[config.mk]
export PLATFORM = sky130hd
export DESIGN_NAME = sc_pnode_scheduler
export DESIGN_NICKNAME = d
export VERILOG_FILES = /design/src/rtl/sc_pnode_scheduler.sv
export SDC_FILE = /design/constraint.sdc
export NUM_CORES = 1
export LEC_CHECK = 0
export ABC_AREA = 1
export CAP_MARGIN = 15
export CORE_MARGIN = 1
export CORE_UTILIZATION = 54
export DETAILED_ROUTE_END_ITERATION = 10
export PLACE_DENSITY = 0.9
export REMOVE_ABC_BUFFERS = 1
export SLEW_MARGIN = 20
export SYNTH_ARGS = -nofsm -noshare
export SYNTH_HDL_FRONTEND = slang
export SYNTH_SLANG_ARGS = --single-unit
[constraint.sdc]
create_clock -name clk -period 3.2 [get_ports clk]
set_input_delay 0.8 -clock clk [delete_from_list [all_inputs] [get_ports clk]]
set_output_delay 0.8 -clock clk [all_outputs]
set_load 0.005 [all_outputs]
[src/rtl/sc_pnode_scheduler.sv]
// sc_pnode_scheduler: runs one shared combinational Pnode over a frame of
// LLR pairs, two passes per pair (raw signs, then psum-steered signs).
module sc_pnode_scheduler #(
    parameter int NPAIR = 4,
    parameter int CW    = $clog2(NPAIR) + 1
) (
    input  logic               clk,
    input  logic               rst_n,
    input  logic               start,
    input  logic [NPAIR-1:0]   sign_c,
    input  logic [NPAIR-1:0]   sign_d,
    input  logic [NPAIR-1:0]   comp,
    input  logic [2*NPAIR-1:0] frozen_mask,
    output logic               pn_sign_c,
    output logic               pn_sign_d,
    output logic               pn_comp,
    output logic               pn_frozen1,
    output logic               pn_frozen2,
    input  logic               pn_u2i_1,
    input  logic               pn_u2i,
    output logic               busy,
    output logic               done,
    output logic [2*NPAIR-1:0] u_out,
    output logic [2*NPAIR-1:0] x_out
);

    typedef enum logic [2:0] {
        IDLE,
        ISSUE_A,
        CAP_A,
        ISSUE_B,
        CAP_B,
        DONE
    } state_t;

    state_t state_q, state_d;

    logic [NPAIR-1:0]   c_q, d_q, k_q;
    logic [2*NPAIR-1:0] m_q;
    logic [CW-1:0]      idx_q;
    logic               p_q, r_q;

    logic               c_i, d_i, k_i, f1_i, f2_i;
    logic               q_i, s_i;
    logic               last_pair;
    logic [2*NPAIR-1:0] u_wr, x_wr;

    assign q_i       = p_q ^ r_q;
    assign s_i       = r_q;
    assign last_pair = (idx_q == CW'(NPAIR - 1));

    // Per-pair operand select and result merge for the current index.
    always_comb begin
        c_i  = 1'b0;
        d_i  = 1'b0;
        k_i  = 1'b0;
        f1_i = 1'b0;
        f2_i = 1'b0;
        u_wr = u_out;
        x_wr = x_out;
        for (int i = 0; i < NPAIR; i++) begin
            if (idx_q == CW'(i)) begin
                c_i  = c_q[i];
                d_i  = d_q[i];
                k_i  = k_q[i];
                f1_i = m_q[2*i];
                f2_i = m_q[2*i+1];
                u_wr[2*i]   = pn_u2i_1;
                u_wr[2*i+1] = pn_u2i;
                x_wr[2*i]   = pn_u2i_1 ^ pn_u2i;
                x_wr[2*i+1] = pn_u2i;
            end
        end
    end

    always_ff @(posedge clk or negedge rst_n) begin
        if (!rst_n) begin
            state_q <= IDLE;
        end else begin
            state_q <= state_d;
        end
    end

    always_comb begin
        state_d = state_q;
        unique case (state_q)
            IDLE:    if (start) state_d = ISSUE_A;
            ISSUE_A: state_d = CAP_A;
            CAP_A:   state_d = ISSUE_B;
            ISSUE_B: state_d = CAP_B;
            CAP_B:   state_d = last_pair ? DONE : ISSUE_A;
            DONE:    state_d = IDLE;
            default: state_d = IDLE;
        endcase
    end

    always_ff @(posedge clk or negedge rst_n) begin
        if (!rst_n) begin
            c_q        <= '0;
            d_q        <= '0;
            k_q        <= '0;
            m_q        <= '0;
            idx_q      <= '0;
            p_q        <= 1'b0;
            r_q        <= 1'b0;
            pn_sign_c  <= 1'b0;
            pn_sign_d  <= 1'b0;
            pn_comp    <= 1'b0;
            pn_frozen1 <= 1'b0;
            pn_frozen2 <= 1'b0;
            busy       <= 1'b0;
            done       <= 1'b0;
            u_out      <= '0;
            x_out      <= '0;
        end else begin
            busy <= (state_d == ISSUE_A) || (state_d == CAP_A) ||
                    (state_d == ISSUE_B) || (state_d == CAP_B);
            done <= (state_d == DONE);
            unique case (state_q)
                IDLE: begin
                    pn_sign_c  <= 1'b0;
                    pn_sign_d  <= 1'b0;
                    pn_comp    <= 1'b0;
                    pn_frozen1 <= 1'b0;
                    pn_frozen2 <= 1'b0;
                    if (start) begin
                        c_q   <= sign_c;
                        d_q   <= sign_d;
                        k_q   <= comp;
                        m_q   <= frozen_mask;
                        idx_q <= '0;
                        u_out <= '0;
                        x_out <= '0;
                    end
                end
                ISSUE_A: begin
                    pn_sign_c  <= c_i;
                    pn_sign_d  <= d_i;
                    pn_comp    <= k_i;
                    pn_frozen1 <= f1_i;
                    pn_frozen2 <= f2_i;
                end
                CAP_A: begin
                    p_q <= pn_u2i_1;
                    r_q <= pn_u2i;
                end
                // Pass B: pass-A partial sums pick which LLR sign feeds each leg.
                ISSUE_B: begin
                    pn_sign_c  <= q_i ? d_i : c_i;
                    pn_sign_d  <= s_i ? d_i : c_i;
                    pn_comp    <= k_i;
                    pn_frozen1 <= f1_i;
                    pn_frozen2 <= f2_i;
                end
                CAP_B: begin
                    u_out <= u_wr;
                    x_out <= x_wr;
                    if (last_pair) begin
                        pn_sign_c  <= 1'b0;
                        pn_sign_d  <= 1'b0;
                        pn_comp    <= 1'b0;
                        pn_frozen1 <= 1'b0;
                        pn_frozen2 <= 1'b0;
                    end else begin
                        idx_q <= idx_q + 1'b1;
                    end
                end
                default: begin
                    pn_sign_c  <= 1'b0;
                    pn_sign_d  <= 1'b0;
                    pn_comp    <= 1'b0;
                    pn_frozen1 <= 1'b0;
                    pn_frozen2 <= 1'b0;
                end
            endcase
        end
    end

endmodule

Word-level counts from Yosys, hierarchy flattened
Index checks and enable logic that the tools add are counted.
{"block": "totals", "reg_bits": 51, "latch_bits": 0, "ram_bits": 0, "rom_bits": 0, "inputBits": 25, "output_inout_bits": 23, "wordCells": 104, "n_memories": 0}
{"block": "classes", "addsub": 1, "multipliers": 0, "div_mod_pow": 0, "n_lt_le_gt_ge": 0, "n_eq_ne": 18, "n_shift": 0, "mux": 45, "n_bitwise": 3, "n_reduce_logical": 14}
{"cell": "one-hot mux 8 bit (2 select lines)", "n": 2}
{"cell": "2-to-1 mux 1 bit", "n": 23}
{"cell": "equality test 3 x 2 -> 1 bit (second input constant)", "n": 6}
{"cell": "2-to-1 mux 2 bit", "n": 8}
{"cell": "one-hot mux 3 bit (5 select lines)", "n": 1}
{"cell": "AND reduction 3 bit", "n": 5}
{"cell": "2-to-1 mux 3 bit", "n": 4}
{"cell": "inequality test 2 bit (second input constant)", "n": 6}
{"cell": "equality test 3 x 1 -> 1 bit (second input constant)", "n": 3}
{"cell": "equality test 3 bit (second input constant)", "n": 3}
{"cell": "one-hot mux 1 bit (3 select lines)", "n": 3}
{"cell": "2-to-1 mux 8 bit", "n": 1}
{"cell": "one-hot mux 1 bit (4 select lines)", "n": 2}
{"cell": "zero test 3 bit", "n": 2}
{"cell": "one-hot mux 3 bit (2 select lines)", "n": 1}
{"cell": "AND reduction 2 bit", "n": 2}
{"cell": "adder 3 x 1 -> 3 bit (second input constant)", "n": 1}
{"cell": "logical OR 1 bit", "n": 3}
{"cell": "nonzero test 2 bit", "n": 1}
{"cell": "OR reduction 2 bit", "n": 1}
{"cell": "XOR 1 bit", "n": 2}
{"cell": "inverter 1 bit", "n": 1}

Logic depth before layout (Yosys ltp)
Gate-level depths: netlist of the first run.
{"block": "logic_depth", "depth_word": 7, "depth_mapped": 10, "mapped_depth_nobuf": 10}

Worst setup path after synthesis of the first run
No wires, ideal clock.
{"block": "synth_timing", "path_kind": "register to register", "start": "register idx_q[0]", "end": "register u_out[6]", "setup_time_ns": 0.125, "arrival_ns": 1.461, "required_ns": 3.075, "slack_ns": 1.614, "path_stages_with_launch": 8, "path_buffers": 0, "period_less_slack_ns": 1.586, "path_cell_list": "dfrtp_1 ha_1 ha_1 clkinv_1 nor2_2 inv_1 nand2_2 mux2_2"}
{"block": "synth_via", "elab_chain_len": 3}
{"element": "from (decl)", "line": "40", "source": "logic [CW-1:0] idx_q;"}
{"element": "from (signal assigned)", "line": "165", "source": "idx_q <= idx_q + 1'b1;"}
{"element": "equality test 3 x 2 -> 1 bit", "line": "62", "source": "if (idx_q == CW'(i)) begin"}
{"element": "inequality test 2 bit (no line)"}
{"element": "AND reduction 3 bit (no line)"}
{"element": "to (signal assigned)", "line": "156", "source": "u_out <= u_wr;"}
{"element": "to (decl)", "line": "23", "source": "output logic [2*NPAIR-1:0] u_out,"}
No other way between the ends.
A chain may end at the register's enable or synchronous reset.

Worst setup path after layout of the first run
{"block": "layout_timing", "start": "input start", "end": "register u_out[3]"}
{"block": "layout_via", "elab_chain_len": 2}
{"element": "from (decl)", "line": "9", "source": "input logic start,"}
{"element": "inequality test 2 bit (no line)"}
{"element": "AND reduction 3 bit (no line)"}
No other way between the ends.

==> out/results.tsv, run 1 <==
metric	value	unit
cell area after layout	0.00284	mm²
FF+latch area	0.00118	mm²
GP Congestion	0.855	
cts repair resizes	0	
synth top area cells	dfrtp_1, mux2_4, mux2_2	
Pleak	1.43	nW
Global Route Usage Sum	0.226	
R2R depth	7	
Finished Core Util	0.711	
Vias	1585	
Sw Pwr	0.915	mW
Worst-Skew Late Latency	0.31	ns
logic gate share of total power	0.443	
core box area	0.00400	mm²
count of final setup violators	0	
CP max FO	19	
initial core utilization	0.562	
synth warn	0	
minimum clock period	2.06	ns
Detailed Place HPWL	3.29	mm
WP buf/inv	1	
layout cells sized above 1	0.196	
clock network fraction of design power	0.169	
# port buffers	47	
die span in x	66.5	µm
TritonRoute pass-1 iters	5	
synth unique cells	26	
crit path max-delay cell type	clkdlybuf4s50_1	
CP delay by family, top	simple AND/OR/NAND/NOR gates	
post-route ant nets	0	
Slew headroom	0.618	
Max-Cap Viols	0	
Reg power frac	0.389	
Crit path required time	3.40	ns
measured slew at the worst slew-check pin	0.574	ns
critical path startpoint category	input port	
CTS Hold Buffers Added	0	
Post-Place Cells	297	
drt via density	5.20	
vias in the first global route	1540	
multi-input combinational cell area	938	µm²
Post-CTS Setup Inserts	0	
Sw Ratio	0.356	
# diodes	0	
WS Path Type	in -> reg	
Std-Cell Rows	23	
cell count after synthesis	205	
CTS tree	done	
total design power	2.57	mW
Initial DRC Count	110	
power per cell area	904	mW/mm²
crit path DAT	2.26	ns
flop and latch count out of synthesis	47	
Worst path depth	4	
Final #Nets	284	
largest net degree at the start of global routing	48	
Post-DP Area	0.00273	mm²
pre-CTS setup slack	0.827	ns
RSZ-0062 raised after global routing	false	
Setup Skew	0.00659	ns
first-pass GRT wire length	7.21	mm
H-tree levels	2	
Final Hold Fails	0	
Worst Hold Class	in -> async	
Mapped Area	0.00225	mm²
antenna violations before repair	0	
setup tns final	0	ns
Overflow after GRT	0	
Layout area overhead	26.4	%
Vert. Die Dim	66.5	µm
WL per Instance	14.9	µm
post-route clock period utilization	0.644	
Peak VDD IR	0.452	mV
P_int	1.66	mW
Synth area leader	dfrtp_1	
Setup crit end kind	register	
Post-route DRC	0	
root buf cell	clkbuf_8	
status	completed	
highest clock rate	486	MHz
Pins Over Slew Limit	0	
post-route setup slack	1.14	ns
Synth top area share	0.523	
CP max stage delay	0.53	ns
mean area per synthesized cell	11.0	µm²
Fillers	290	
routed wire length	4.56	mm
Bufs on Longest Clock Path	2	
cts bufs inserted	5	
Fin Hold WS	0.479	ns
sequential fraction of the synthesis area	0.523	
Worst-path clk slew	0.09	ns
Ports	48	
TritonCTS Sinks	47	
Die ar.	0.00443	mm²
final cell count without fillers	305	
crit-path cells	clkdlybuf4s50_1 -> nand3_4 -> nand2_1 -> mux2_2	
[worst paths after layout]
check	slack, ns	endpoint	startpoint
min in group clk	0.49	pn_frozen2	pn_frozen2
max in group asynchronous	2.33	x_out[4]	rst_n
min	0.48	k_q[2]	rst_n
max reg2reg	1.39	u_out[6]	idx_q[0]
max	1.14	u_out[3]	start
min reg2reg	0.49	pn_frozen2	pn_frozen2
[area by class of cell]
class,instances,area share
well taps,50,0.0220
clock inverters,3,0.0154
repair buffers,48,0.167
multi-input cells,131,0.330
clock buffers,5,0.0242
inverters,21,0.0277
flip-flops and latches,47,0.414
[power groups by stage]
stage                     logic (mW)  clock network, mW  registers [mW]
after floorplan                0.789                  0           0.963
after global placement          1.09                  0           0.990
after detailed placement        1.13                  0           0.999
after CTS                       1.14              0.441           0.997
after global routing            1.25              0.467            1.02
final                           1.14              0.434            1.00
[synth_stat cells]
library cell,number
a21oi_1,2
o22ai_1,1
nand4_1,1
nor2_1,19
inv_2,1
nand2_1,40
buf_4,4
nand3_4,1
nand3_1,9
buf_8,1
inv_1,19
o21ai_2,2
nand2_4,1
mux2_2,14
ha_1,5
clkinv_1,1
a22oi_1,3
mux2_4,18
dfrtp_1,47
nand2_2,1
nor2_2,1
buf_6,1
xnor2_1,1
o21ai_0,10
nor2_4,1
nand3b_1,1
[sequential cells by signal, indices dropped and copies added, names as in the netlist]
signal	cells
d_q	4
x_out	4
done	1
c_q	4
pn_frozen2	1
pn_frozen1	1
state_q	3
pn_sign_d	1
idx_q	3
busy	1
p_q	1
pn_sign_c	1
m_q	8
pn_comp	1
u_out	8
r_q	1
k_q	4
[layout by cell type (no fill, tap or decap)]
cell type,count
o22ai_1,1
nand4_1,1
mux2_4,18
nand2_4,1
dfrtp_1,47
nand2_1,40
o21ai_2,2
nor2_1,19
nand2_2,1
clkdlybuf4s50_1,46
a21oi_1,2
clkinv_2,1
nand3_4,1
nand3_1,9
nand3b_1,1
clkinv_1,1
inv_2,1
clkinv_4,1
xnor2_1,1
clkbuf_8,5
mux2_2,14
nor2_2,1
a22oi_1,3
inv_1,19
nor2_4,1
buf_4,2
ha_1,5
o21ai_0,10
bufinv_16,1
[kinds of logic (layout without fill, tap and decap cells)]
kind of cell             after synthesis  count (layout)  share of synthesized area
AO/OA/AOI/OAI                         18              18                     0.0473
XOR/XNOR                               1               1                    0.00389
adder cells (fa/ha/maj)                5               5                     0.0278
buffers and inverters                 27              77                     0.0601
flip-flops                            47              47                      0.523
multiplexers                          32              32                      0.190
AND/OR/NAND/NOR                       75              75                      0.148
[per-layer routing]
| layer | up-vias | global-route usage | wire length, µm |
|---|---|---|---|
| met5 | - | 0 | 0 |
| met4 | 0 | 0.0851 | 76 |
| met3 | 10 | 0.0651 | 213 |
| met2 | 45 | 0.351 | 2210 |
| met1 | 769 | 0.298 | 2060 |
| li1 | 761 | - | - |
Power figures use the tool's default switching activity.
==> inputs of run 2 (changes only) <==
Settings changed: CORE_UTILIZATION 54 to 50, PLACE_DENSITY 0.9 to 0.85.
Clock period 3.2 ns to 1.9 ns, I/O delays scaled along.
==> run 2 against run 1 <==
Compared with the run above: critical path depth increased by 3; die area is 7.7% higher; routed wire length did not move; global-route usage is 1.6 points lower; cell area up 1.1%; largest power group unchanged; clock-buffer cell count is 1 higher; critical endpoint is now x_out[6]; utilization is 4.6 points lower; final cell count grew 1.6%; setup slack lost 0.94 ns; register-to-register slack worse by 1.2 ns; first-iteration DRC count up 34%; sequential power rose by 67%.
==> out/results.tsv, run 2 (synthesized netlist as in run 1, its figures left out) <==
metric	value	unit
Finished Core Util	0.665	
crit-path cells	ha_1 -> ha_1 -> clkinv_1 -> nor2_2 -> inv_1 -> nand2_2 -> mux2_2	
count of final setup violators	0	
Worst-path clk slew	0.08	ns
FF+latch area	0.00118	mm²
Bufs on Longest Clock Path	2	
Crit path required time	2.09	ns
vias in the first global route	1620	
Pleak	1.45	nW
TritonCTS Sinks	47	
# port buffers	47	
Peak VDD IR	0.825	mV
Fin Hold WS	0.250	ns
Std-Cell Rows	24	
most used cell, CP	ha_1	
Fillers	330	
Overflow after GRT	0	
post-route ant nets	0	
Die ar.	0.00477	mm²
post-route clock period utilization	0.892	
Ports	48	
WL per Instance	14.7	µm
status	completed	
Max-Cap Viols	0	
Post-CTS Setup Inserts	0	
Final Hold Fails	0	
GR Util met2	0.332	
initial core utilization	0.520	
cts repair resizes	0	
total design power	4.36	mW
core box area	0.00432	mm²
power per cell area	1520	mW/mm²
RSZ-0062 raised after global routing	false	
crit path DAT	1.88	ns
Vert. Die Dim	69.1	µm
CTS Hold Buffers Added	0	
Vias	1606	
setup tns final	0	ns
minimum clock period	1.70	ns
R2R depth	7	
layout cells sized above 1	0.202	
Post-Place Cells	303	
GP Congestion	0.875	
Slew headroom	0.613	
leading cell type in the layout, fill and taps excluded	dfrtp_1	
first-pass GRT wire length	7.75	mm
Setup Skew	0.00615	ns
routed wire length	4.56	mm
highest clock rate	590	MHz
post-route setup slack	0.204	ns
Layout area overhead	27.9	%
drt via density	5.18	
CP max FO	4	
crit path max-delay cell type	dfrtp_1	
R2R Setup Slk	0.20	ns
TritonRoute pass-1 iters	4	
Global Route Usage Sum	0.210	
Worst-Skew Late Latency	0.30	ns
cts bufs inserted	5	
CTS tree	done	
reg-to-reg endpoint	x_out[6]	
GRT busiest layer	met2	
multi-input combinational cell area	938	µm²
worst reg2reg startpoint	idx_q[0]	
Setup crit end kind	register	
CP delay by family, top	flip-flops	
root buf cell	clkbuf_8	
die span in x	69.1	µm
most frequent cells in the layout	dfrtp_1, clkdlybuf4s50_1, nand2_1	
antenna violations before repair	0	
Detailed Place HPWL	3.37	mm
pre-CTS setup slack	0.117	ns
met1 usage	0.273	
WP buf/inv	2	
top flop regs	m_q x8, u_out x8	
WS Path Type	reg -> reg	
CP max stage delay	0.39	ns
H-tree levels	2	
cell area after layout	0.00288	mm²
critical path startpoint category	register	
Initial DRC Count	147	
largest net degree at the start of global routing	48	
Post-route DRC	0	
Worst Hold Class	in -> async	
Final #Nets	288	
met3 Track Usage GR	0.0599	
Pins Over Slew Limit	0	
Post-DP Area	0.00277	mm²
# diodes	0	
CP Launch Point	idx_q[0]	
final cell count without fillers	310	
measured slew at the worst slew-check pin	0.581	ns
## run 2: cell types whose count changed in the layout (fill, tap and decap cells not counted), sizes merged
cell and change:
buf +4, clkinv -2, clkbuf +1
## run 2: final cells by class
type                    instances  area share
flip-flops and latches         47       0.409
multi-input cells             131       0.326
repair buffers                 52       0.179
inverters                      21      0.0274
clock buffers                   6      0.0252
well taps                      52      0.0226
clock inverters                 1      0.0104
## run 2: how the worst max path moves through the flow
stage | endpoint | slack [ns] | cells after the start
floorplan | u_out[6] | 0.30 | 7
global placement | c_q[3] | 0.16 | 4
detailed placement | x_out[2] | 0.12 | 4
CTS | x_out[6] | 0.20 | 7
global route | x_out[6] | 0.1 | 7
finish | x_out[6] | 0.20 | 7
## run 2: power breakdown
group | internal, mW | leakage, nW | switching, mW
Sequential | 1.40 | 0.598 | 0.271
Combinational | 1.05 | 0.801 | 0.945
Clock | 0.386 | 0.0513 | 0.315
Total | 2.83 | 1.45 | 1.53
## run 2: metal layers
| metal | wire [µm] | vias up |
|---|---|---|
| met5 | 0 | - |
| met4 | 91 | 0 |
| met3 | 323 | 10 |
| met2 | 2170 | 57 |
| met1 | 1970 | 767 |
| li1 | - | 772 |
## run 2: worst reg2reg max path, cell delays in order, from the launching register on
cell,delay (ns)
dfrtp_1,0.39
ha_1,0.18
ha_1,0.20
clkinv_1,0.13
nor2_2,0.16
inv_1,0.09
nand2_2,0.10
mux2_2,0.33
==> patch 1 (settings of run 1) <==
Put one more register stage on the output `u_out`. The value now appears one clock later. The other outputs are not delayed to match.
--- a/src/rtl/sc_pnode_scheduler.sv
+++ b/src/rtl/sc_pnode_scheduler.sv
@@ -35,2 +35,4 @@
 
+    logic [2*NPAIR-1:0] u_s0;
+
     state_t state_q, state_d;
@@ -58,3 +60,3 @@
         f2_i = 1'b0;
-        u_wr = u_out;
+        u_wr = u_s0;
         x_wr = x_out;
@@ -112,3 +114,3 @@
             done       <= 1'b0;
-            u_out      <= '0;
+            u_s0       <= '0;
             x_out      <= '0;
@@ -131,3 +133,3 @@
                         idx_q <= '0;
-                        u_out <= '0;
+                        u_s0 <= '0;
                         x_out <= '0;
@@ -155,3 +157,3 @@
                 CAP_B: begin
-                    u_out <= u_wr;
+                    u_s0 <= u_wr;
                     x_out <= x_wr;
@@ -178,2 +180,6 @@
 
+    always_ff @(posedge clk) begin
+        u_out <= u_s0;
+    end
+
 endmodule
Check against the original RTL: not equivalent (Yosys sat finds a counterexample within 10 cycles, from zero or initial values and one cycle with rst_n low).
==> patch 1 against run 1 <==
  * Power increased by 3.7%
  * Wire length increased by 0.35%
  * Final cell count increased by 3.6%
  * Sequential cell count increased by 8
  * Area after synthesis increased by 8.2%
  * Cell area increased by 5.6%
  * Setup slack got worse by 0.073 ns
  * Largest cell class unchanged
  * Largest power group unchanged
  * Highest routed layer unchanged
==> patch 1: results (changes against run 1) <==
worst r2r dst pn_sign_c$_DFFE_PN0P_ (was u_out[6]$_DFFE_PN0P_); FFs w/ async S/R, synth 85.5% (was 100%); most frequent cells after synthesis dfrtp_1, nand2_1, inv_1 (was dfrtp_1, nand2_1, inv_1, nor2_1, mux2_4); Worst Max-Slew Pin Slew 0.577 ns (was 0.574 ns); largest net degree at the start of global routing 48 (unchanged); Max rail drop VDD 0.344 mV (was 0.452 mV); Fill cells 277 (was 290); Net Sw Frac 35.8% (was 35.6%); GP Congestion 0.835 (was 0.855); Hold Startpoint u_s0[4]$_DFFE_PN0P_; worst hold path type flop to flop (was input pin to asynchronous set/reset pin); Worst R2R Setup Slack 1.30 ns (was 1.39 ns); # nets final 293 (was 284); Final Setup Violations 0 (unchanged); Detailed Routing Iterations Pass 1 4 (was 5); routed via count 1622 (was 1585); area of placed instances 0.00291 mm² (was 0.00273 mm²); fraction of layout cells with a size suffix above 1 19.7% (was 19.6%); Vias/cell 5.13 (was 5.20); Synth area leaders dfrtp_1, mux2_4, dfxtp_1 (was dfrtp_1, mux2_4, mux2_2); vias in the first global route 1671 (was 1540); GRT Util Overall 21.2% (was 22.6%); drt initial violations 102 (was 110); status finished, final reports clean (unchanged); reg2reg start idx_q[0]$_DFFE_PN0P_ (unchanged); Seq/Total Area, Yosys 54.9% (was 52.3%); placed cells 308 (was 297); first-pass GRT wire length 7980 µm (was 7210 µm); worst reg2reg path depth 9 (was 7); Fin Clk Skew 0.00845 ns (was 0.00659 ns); Synth cell types 24 (was 26); hold_ws 0.373 ns (was 0.479 ns); Routed WL 4570 µm (was 4560 µm); syn_area_per_cell 11.3 µm² (was 11.0 µm²); Largest regs m_q: 8 flops, u_out: 8 flops, x_out: 8 flops (was m_q: 8 flops, u_out: 8 flops); crit path DAT 2.34 ns (was 2.26 ns); leakage 1.50 nW (was 1.43 nW); DPL Wire Length 3340 µm (was 3290 µm)
-- patch 1: cell type report --
| cell class | count | area share (%) |
|---|---|---|
| clock inverters | 3 | 0.833 |
| well taps | 52 | 2.17 |
| flip-flops and latches | 55 | 44.5 |
| repair buffers | 47 | 15.6 |
| inverters | 22 | 2.75 |
| clock buffers | 5 | 2.29 |
| multi-input cells | 132 | 31.9 |
-- patch 1: cell families (layout without fill, tap and decap cells) --
| kind of cell | count (synthesis) | in the layout | share of synthesized area (%) |
|---|---|---|---|
| AO/OA/AOI/OAI | 16 | 16 | 4.01 |
| AND/OR/NAND/NOR | 78 | 78 | 14.7 |
| flip-flops | 55 | 55 | 54.9 |
| XOR/XNOR | 1 | 1 | 0.360 |
| buffers and inverters | 29 | 77 | 5.76 |
| multiplexers | 32 | 32 | 17.7 |
| adder cells (fa/ha/maj) | 5 | 5 | 2.57 |
-- patch 1: worst max-delay path by stage --
| stage | startpoint | end | slack [ns] | cells past startpoint |
|---|---|---|---|---|
| after floorplan | start | u_s0[2]$_DFFE_PN0P_ | 1.42 | 3 |
| after global placement | start | x_out[2]$_DFFE_PN0P_ | 0.75 | 4 |
| after detailed placement | start | x_out[6]$_DFFE_PN0P_ | 0.73 | 4 |
| after CTS | start | x_out[6]$_DFFE_PN0P_ | 1.06 | 4 |
| after global routing | start | x_out[6]$_DFFE_PN0P_ | 1.01 | 4 |
| final | start | x_out[4]$_DFFE_PN0P_ | 1.07 | 4 |
-- patch 1: critical path: stages --
cell             delay (ns)
clkdlybuf4s50_1        0.51
nand3_4                0.40
o21ai_2                0.26
mux2_2                 0.36
-- patch 1: power by group through the flow --
stage | Combinational, W | Sequential [W] | Clock [W]
6_report | 0.00116 | 0.00112 | 0.000384
5_1_grt | 0.00128 | 0.00115 | 0.000426
4_1_cts | 0.00116 | 0.00112 | 0.000396
3_5_place_dp | 0.00116 | 0.00113 | 0
3_3_place_gp | 0.00110 | 0.00112 | 0
2_1_floorplan | 0.000810 | 0.00109 | 0
-- patch 1: layer usage --
layer	track usage, %	up-vias	share of wire, %
met2	35.9	33	53
li1	-	793	-
met1	27.2	790	43
met5	0	-	0
met4	7.48	0	1.4
met3	4.09	6	2.8
-- patch 1: per-stage QoR --
step                      util (%)  setup WS, ns
after floorplan                  -          1.42
after global placement        66.8         0.754
after detailed placement      66.8         0.728
after CTS                     68.9          1.06
after global routing          69.0          1.01
final                         69.0          1.07
==> patch 2 (settings of run 1) <==
Made on the original files. Change the parameter `NPAIR` from 4 to 16.
--- a/src/rtl/sc_pnode_scheduler.sv
+++ b/src/rtl/sc_pnode_scheduler.sv
@@ -3,3 +3,3 @@
 module sc_pnode_scheduler #(
-    parameter int NPAIR = 4,
+    parameter int NPAIR = 16,
     parameter int CW    = $clog2(NPAIR) + 1
Interface: changed (6 resized); port bits go from 48 to 156. No check against the original RTL was run, so the function may have changed too.
==> patch 2 against run 1 <==
  * Cell area increased to 3.2 times the old value
  * Sequential cell count increased by 98
  * Core utilization increased by 4.0 points
  * Final cell count increased to 3.8 times the old value
  * Sequential power increased by 90%
  * Synthesized cell count increased to 4.0 times the old value
  * Global-route usage increased by 8.3 points
  * Area after synthesis increased to 3.1 times the old value
  * Wire length increased to 4.0 times the old value
  * Critical path depth increased by 21
  * Power increased by 63%
  * Setup slack got worse by 0.73 ns
  * Die area increased to 3.0 times the old value
  * Critical path type is now flop to flop
==> patch 2: results (changes against run 1) <==
Fin Clk Skew 0.00572 ns (was 0.00659 ns); Synth cell types 27 (was 26); leakage 4.52 nW (was 1.43 nW); Seq/Total Area, Yosys 52.9% (was 52.3%); multiplexer share of the synthesized area 7.87% (was 19.0%); H-tree levels 4 (was 2); vias in the first global route 6272 (was 1540); root buffer cell clkbuf_16 (was clkbuf_8); Port Buffers 155 (was 47); GRT Util Overall 30.9% (was 22.6%); status finished, final reports clean (unchanged); fin cells 1150 (was 305); CP max FO 10 (was 19); # nets final 1059 (was 284); routed len/inst 16.0 µm (was 14.9 µm); clk slew on worst S/H paths 0.06 ns (was 0.09 ns); DPL Wire Length 12500 µm (was 3290 µm); Mapped Cells 823 (was 205); highest routed metal layer met4 (unchanged); compound-gate portion of the synthesized area 5.80% (was 4.73%); fraction of layout cells with a size suffix above 1 11.6% (was 19.6%); worst skew pair latency 0.42 ns (was 0.31 ns); met2 wire length 8970 µm (was 2210 µm); met3 usage 8.49% (was 6.51%); met1 wire length 7380 µm (was 2060 µm); Crit-path slowest cell dfrtp_1 (was clkdlybuf4s50_1); crit path DAT 3.08 ns (was 2.26 ns); routed via count 6002 (was 1585); slew margin rel. 51.4% (was 61.8%); largest net degree at the start of global routing 73 (was 48); first-pass GRT wire length 30600 µm (was 7210 µm); adder-cell share of the synthesized area 0.911% (was 2.78%); NetSw 0.000853 W (was 0.000915 W); M1 GR Usage 37.2% (was 29.8%); most frequent cells after synthesis nand2_1, dfrtp_1, inv_1 (was dfrtp_1, nand2_1, inv_1, nor2_1, mux2_4); Largest regs m_q: 32 flops, u_out: 30 flops, x_out: 18 flops (was m_q: 8 flops, u_out: 8 flops); max incr delay on CP 0.41 ns (was 0.53 ns); xor-xnor portion of the synthesized cell area 0.128% (was 0.389%); met2 Resource Use GR 51.3% (was 35.1%); Synth area leaders dfrtp_1, nand2_1, mux2_2 (was dfrtp_1, mux2_4, mux2_2)
==> patch 2: worst paths after layout <==
path	startpoint	endpoint	slack, ns	depth (start not counted)
worst max-delay path	idx_q[0]$_DFFE_PN0P_	pn_sign_c$_DFFE_PN0P_	0.41	25
worst min-delay path	rst_n	u_out[8]$_DFFE_PN0P_	0.28	1
worst max register to register	idx_q[0]$_DFFE_PN0P_	pn_sign_c$_DFFE_PN0P_	0.41	25
worst min register to register	d_q[13]$_DFFE_PN0P_	d_q[13]$_DFFE_PN0P_	0.48	2
max in group asynchronous	rst_n	c_q[15]$_DFFE_PN0P_	2.12	2
min in group clk	d_q[13]$_DFFE_PN0P_	d_q[13]$_DFFE_PN0P_	0.48	2
==> patch 2: area by class of cell <==
type,instances,area (µm²)
inverters,100,375
well taps,168,210
clock buffers,22,474
multi-input cells,538,2660
clock inverters,10,133
flip-flops and latches,145,3630
repair buffers,167,1690
fillers,865,3040
==> patch 2: metrics by stage <==
step	hold WS, ns	total power (W)	area (µm²)	setup slack (ns)	TNS [ns]
after floorplan	0.441	0.00196	6660	-1.25	-92.09
after detailed placement	0.460	0.00221	8560	0.541	0
final	0.281	0.00420	9170	0.412	0
after CTS	0.287	0.00422	9170	0.448	0
after global placement	0.457	0.00221	8560	0.576	0
after global routing	0.309	0.00434	9170	0.0649	0
==> patch 2: timing repair <==
action,4_1_cts,5_1_grt
hold endpoints to repair,0,0
gates resized for setup,0,1
setup endpoints to repair,0,1
==> patch 2: power groups by stage <==
stage | combinational [W] | clock (W) | sequential [W]
finish | 0.000282 | 0.00202 | 0.00190
global route | 0.000305 | 0.00213 | 0.00190
CTS | 0.000286 | 0.00204 | 0.00190
detailed placement | 0.000283 | 0 | 0.00193
global placement | 0.000278 | 0 | 0.00193
floorplan | 0.0000347 | 0 | 0.00193
